===== src/rtl/rv_interrupt_controller.sv =====
// Fixed-priority interrupt controller with per-source edge/level capture,
// a valid/ready presentation handshake and one tracked in-service interrupt.
module rv_interrupt_controller #(
   parameter int unsigned          N_SOURCES = 8,
   parameter logic [N_SOURCES-1:0] EDGE_MASK = '0,
   localparam int unsigned         CAUSE_W   = (N_SOURCES > 1) ? $clog2(N_SOURCES) : 1
) (
   input  logic                 i_clk,
   input  logic                 i_rst_n,
   input  logic [N_SOURCES-1:0] i_irq_src,
   input  logic [N_SOURCES-1:0] i_irq_enable,
   input  logic                 i_eoi,
   output logic                 o_int_valid,
   input  logic                 i_int_ready,
   output logic [CAUSE_W-1:0]   o_int_cause,
   output logic                 o_in_service,
   output logic [N_SOURCES-1:0] o_pending
);

   typedef enum logic [1:0] {StIdle, StPresent, StService} state_e;

   state_e               r_state;
   state_e               w_state_d;
   logic [N_SOURCES-1:0] r_src;
   logic [N_SOURCES-1:0] r_pending;
   logic [N_SOURCES-1:0] w_pending_d;
   logic [N_SOURCES-1:0] w_req;
   logic [CAUSE_W-1:0]   r_cause;
   logic [CAUSE_W-1:0]   w_cause_d;
   logic [CAUSE_W-1:0]   w_winner;
   logic                 w_accept;

   assign w_req    = r_pending & i_irq_enable;
   assign w_accept = (r_state == StPresent) && i_int_ready;

   // Lowest set index of the enabled request vector wins.
   always_comb begin
      w_winner = '0;
      for (int i = int'(N_SOURCES) - 1; i >= 0; i--) begin
         if (w_req[i]) begin
            w_winner = CAUSE_W'(i);
         end
      end
   end

   // Pending capture: edge sources latch until accepted (a fresh edge in the
   // accept cycle keeps the bit set); level sources simply follow the line.
   always_comb begin
      w_pending_d = '0;
      for (int i = 0; i < int'(N_SOURCES); i++) begin
         if (EDGE_MASK[i]) begin
            w_pending_d[i] = (i_irq_src[i] & ~r_src[i]) |
                             (r_pending[i] & ~(w_accept && (r_cause == CAUSE_W'(i))));
         end else begin
            w_pending_d[i] = i_irq_src[i];
         end
      end
   end

   // Next-state logic; the presented cause is frozen from PRESENT until IDLE.
   always_comb begin
      w_state_d = r_state;
      w_cause_d = r_cause;
      unique case (r_state)
         StIdle: begin
            if (|w_req) begin
               w_state_d = StPresent;
               w_cause_d = w_winner;
            end
         end
         StPresent: begin
            if (i_int_ready) begin
               w_state_d = StService;
            end
         end
         StService: begin
            if (i_eoi) begin
               w_state_d = StIdle;
            end
         end
         default: begin
            w_state_d = StIdle;
         end
      endcase
   end

   // State, cause, source history and pending registers.
   always_ff @(posedge i_clk or negedge i_rst_n) begin
      if (!i_rst_n) begin
         r_state   <= StIdle;
         r_cause   <= '0;
         r_src     <= '0;
         r_pending <= '0;
      end else begin
         r_state   <= w_state_d;
         r_cause   <= w_cause_d;
         r_src     <= i_irq_src;
         r_pending <= w_pending_d;
      end
   end

   // Outputs decode directly from registered state so reset drops them at once.
   always_comb begin
      o_int_valid  = (r_state == StPresent);
      o_in_service = (r_state == StService);
      o_int_cause  = r_cause;
      o_pending    = r_pending;
   end

endmodule


===== config.mk =====
export PLATFORM = sky130hd
export DESIGN_NAME = rv_interrupt_controller
export DESIGN_NICKNAME = d
export VERILOG_FILES = /design/src/rtl/rv_interrupt_controller.sv
export SDC_FILE = /design/constraint.sdc
export NUM_CORES = 1
export LEC_CHECK = 0
export BUFFER_PORTS_ARGS = -buffer_cell sky130_fd_sc_hd__buf_2
export CAP_MARGIN = 10
export CORE_UTILIZATION = 35
export DETAILED_ROUTE_END_ITERATION = 7
export PLACE_DENSITY = 0.77
export SLEW_MARGIN = 20
export SYNTH_ARGS = -nofsm -noshare
export SYNTH_HDL_FRONTEND = slang
export SYNTH_SLANG_ARGS = --single-unit

===== constraint.sdc =====
create_clock -name i_clk -period 0.95 [get_ports i_clk]
set_input_delay 0 -clock i_clk [delete_from_list [all_inputs] [get_ports i_clk]]
set_output_delay 0 -clock i_clk [all_outputs]
set_load 0.05 [all_outputs]

==> summary.md <==
| Metric | Value |
|---|---|
| Outcome | `complete, but fails checks` |
| Violations in the final reports | `setup timing` |
| WP buf/inv | `0` |
| Cell chosen for the clock root | `clkbuf_4` |
| Starting density of the core | `38.84%` |
| Fraction of synthesized cell area taken by the top area cell type | `62.80%` |
| Clock-pin slew reported for the worst setup and hold paths after clock tree synthesis | `0.08 ns` |
| IO Pins | `33` |
| Distinct cell type count of the synthesized netlist | `15` |
| Post-synthesis sequential element count | `13` |
| Category of the most critical setup path | `reg2reg` |
| Number of nets in the finished design | `120` |
| Htree depth | `1` |
| Count of endpoints failing hold in the final timing report | `0` |
| Via count | `568` |
| Vias in the first global route | `535` |
| Leakage power of the design | `0.4793 nW` |
| Number of clock sinks seen by CTS | `13` |
| Wire length of the first global-routing pass | `2214 um` |
| Summed instance area of the synthesized netlist | `518.0 sq um` |
| Setup slack after layout | `-0.1507 ns` |
| Site row count | `13` |
| Seq/Total Area, Yosys | `62.80%` |
| Slew @ Worst Pin | `0.2997 ns` |
| Met3 wire len | `79 um` |
| Arrival time at the worst endpoint | `1.30 ns` |
| Routed length on met1 | `635 um` |
| Routed length per placed instance | `13.72 um` |
| Capturing element type of the critical path | `register` |
| P per Cell Area | `2433 nW/um^2` |
| Max Clock Freq | `0.9085 GHz` |
| Largest area contributor in the netlist | `dfrtp_1` |
| CP max FO | `4` |
| Number of antenna violations at the first check in global routing | `0` |
| Req. time, crit path | `1.15 ns` |
| Clock latency on the worst-skew pair | `0.27 ns` |
| Share of the clock period used by the worst path after layout | `115.9%` |
| Input/output buffers | `32` |
| Slew Limit Fails | `0` |
| Post-synthesis cell count | `44` |
| # diodes | `0` |
| Wire length after detailed routing | `1564 um` |
| Die H | `40.47 um` |
| Routed length on met2 | `817 um` |
| Largest stage delay on the critical path | `0.41 ns` |
| Type of element launching the critical path | `register` |
| Synthesized Nets | `64` |
| Maximum resistive drop on vdd | `0.001496 V` |
| Kind of cell with the highest combined delay on the critical path | `flip-flops` |
| CTS tree | `yes` |
| Final Critical Period | `1.101 ns` |
| Cell type of the slowest stage on the worst timing path | `dfrtp_2` |
| Relative max-transition margin | `80.02%` |
| Worst path cell trace | `a22oi_2, nand4_1, nand2_1, o2bb2ai_1` |
| Most common cell after layout, fill and taps aside | `buf_2` |
| Cell total after placement | `96` |
| Number of buffers on the longest clock path | `2` |
| Highest-count cells in the layout ignoring fill and taps | `21 x buf_2, 10 x dlygate4sd3_1, 8 x clkbuf_4, 8 x dfrtp_2` |
| All-Layer GR Usage | `21.25%` |
| Final setup vio count | `9` |
| First-iteration detailed-routing DRC count | `12` |
| Area enclosed by the die boundary | `1638 sq um` |
| Sum of overflow across all layers after global routing | `0` |
| MaxCap Viol Count | `0` |
| Post-DP HPWL | `981.1 um` |
| Synthesis Warnings | `0` |
| Top layer in use | `met4` |
| Post-route DRC | `0` |
| Layout cell share with drive strength beyond 1 | `63.64%` |
| Clock Skew | `0.001896 ns` |
| Width of the chip | `40.47 um` |
| Min-Delay Path Class | `in2reg` |
| Final standard cell count with taps included and fillers excluded | `114` |
| Vias per inst | `4.982` |
| RSZ-0062 raised after global routing | `yes` |
| Synth-to-Final Area Change | `93.24%` |
| Drt pass-1 iters | `4` |
| Core area | `1334 sq um` |
| Cell Area, Placed | `747.0 sq um` |
| Antenna Nets Post-Route | `0` |
| Post-synthesis average cell area | `11.77 sq um` |
| GPL Wtd Cong | `0.7998` |
| Leading cell types by total area after synthesis | `dfrtp_1 63%, a22oi_2 9.7%, nand2_1 5.8%` |
| Pin count of the biggest net entering global routing | `14` |
| Final cell area excluding filler cells | `1001 sq um` |
| Total clock buffers created by CTS | `3` |
[flip-flops by register name, indices dropped and copies added (netlist names)]
name         cells
o_pending        8
o_int_cause      3
r_state          2
[path summary, 6_finish.rpt]
kind	from	to	slack [ns]	cells after the start
worst max-delay path	o_pending[2]$_DFF_PN0_	o_int_cause[0]$_DFFE_PN0P_	-0.15	4
worst min-delay path	i_eoi	r_state[1]$_DFFE_PN0P_	0.02	3
worst max register to register	o_pending[2]$_DFF_PN0_	o_int_cause[0]$_DFFE_PN0P_	-0.15	4
worst min register to register	o_int_cause[0]$_DFFE_PN0P_	o_int_cause[0]$_DFFE_PN0P_	0.52	1
max in group asynchronous	i_rst_n	o_pending[3]$_DFF_PN0_	0.56	2
min in group asynchronous	i_rst_n	o_int_cause[1]$_DFFE_PN0P_	0.14	2
[cells in the mapped netlist]
library cell / number
a21oi_1: 4
a22o_1: 1
a22oi_2: 4
a31oi_1: 1
a32o_1: 2
dfrtp_1: 13
inv_1: 3
nand2_1: 8
nand2b_1: 1
nand3_1: 1
nand4_1: 1
nor2_1: 1
nor2b_1: 1
o21ai_0: 2
o2bb2ai_1: 1
[report_power, final]
group          switching [mW]  internal, mW
sequential              0.115         0.680
combinational           0.767         0.541
clock                   0.170         0.162
total                    1.05          1.38
[per-layer routing]
metal  vias to the layer above  track usage (%)
li1                        270                -
met1                       270            24.21
met2                        24            38.10
met3                         4            5.000
met4                         0            7.500
met5                         -                0
[metrics by stage]
step                total power [mW]  worst slack [ns]  TNS [ns]  utilization (%)  hold WS, ns
floorplan                      1.444           -0.1976   -0.8342                -      -0.2956
global placement               1.709           -0.1271   -0.3363            56.00      -0.1047
detailed placement             1.737           -0.1521   -0.4380            56.00     -0.09847
CTS                            2.275           -0.1386   -0.6287            71.76      0.01272
global route                   2.588           -0.2694    -1.295            75.05      0.03153
finish                         2.436           -0.1507   -0.6895            75.05      0.01756
[worst min-delay path, cell delays in order]
cell and delay [ns]:
buf_2 0.10, inv_1 0.04, a22o_1 0.12
[layout make-up]
class | instances | area (sq um)
clock buffer | 4 | 26.28
fill | 92 | 332.8
inverter | 3 | 13.76
multi-input combinational | 28 | 210.2
sequential | 13 | 335.3
tap | 15 | 18.77
timing repair buffer | 51 | 396.6
[timing repair]
action | 4_1_cts | 5_1_grt
hold buffers | 10 | 0
pin swaps | 2 | 5
endpoints found under the setup margin | 8 | 16
gates cloned | 0 | 0
setup buffers | 3 | 1
endpoints found under the hold margin | 23 | 0
resized for setup | 19 | 12
[cell families (layout without fill, tap and decap cells)]
| kind of cell | after synthesis | count (layout) | synth area share [%] |
|---|---|---|---|
| and+or+nand+nor | 13 | 13 | 11.11 |
| buffers and inverters | 3 | 58 | 2.174 |
| DFF | 13 | 13 | 62.80 |
| AOI/OAI and AO/OA | 15 | 15 | 23.92 |
No activity file was read; power rests on OpenSTA's default activity.
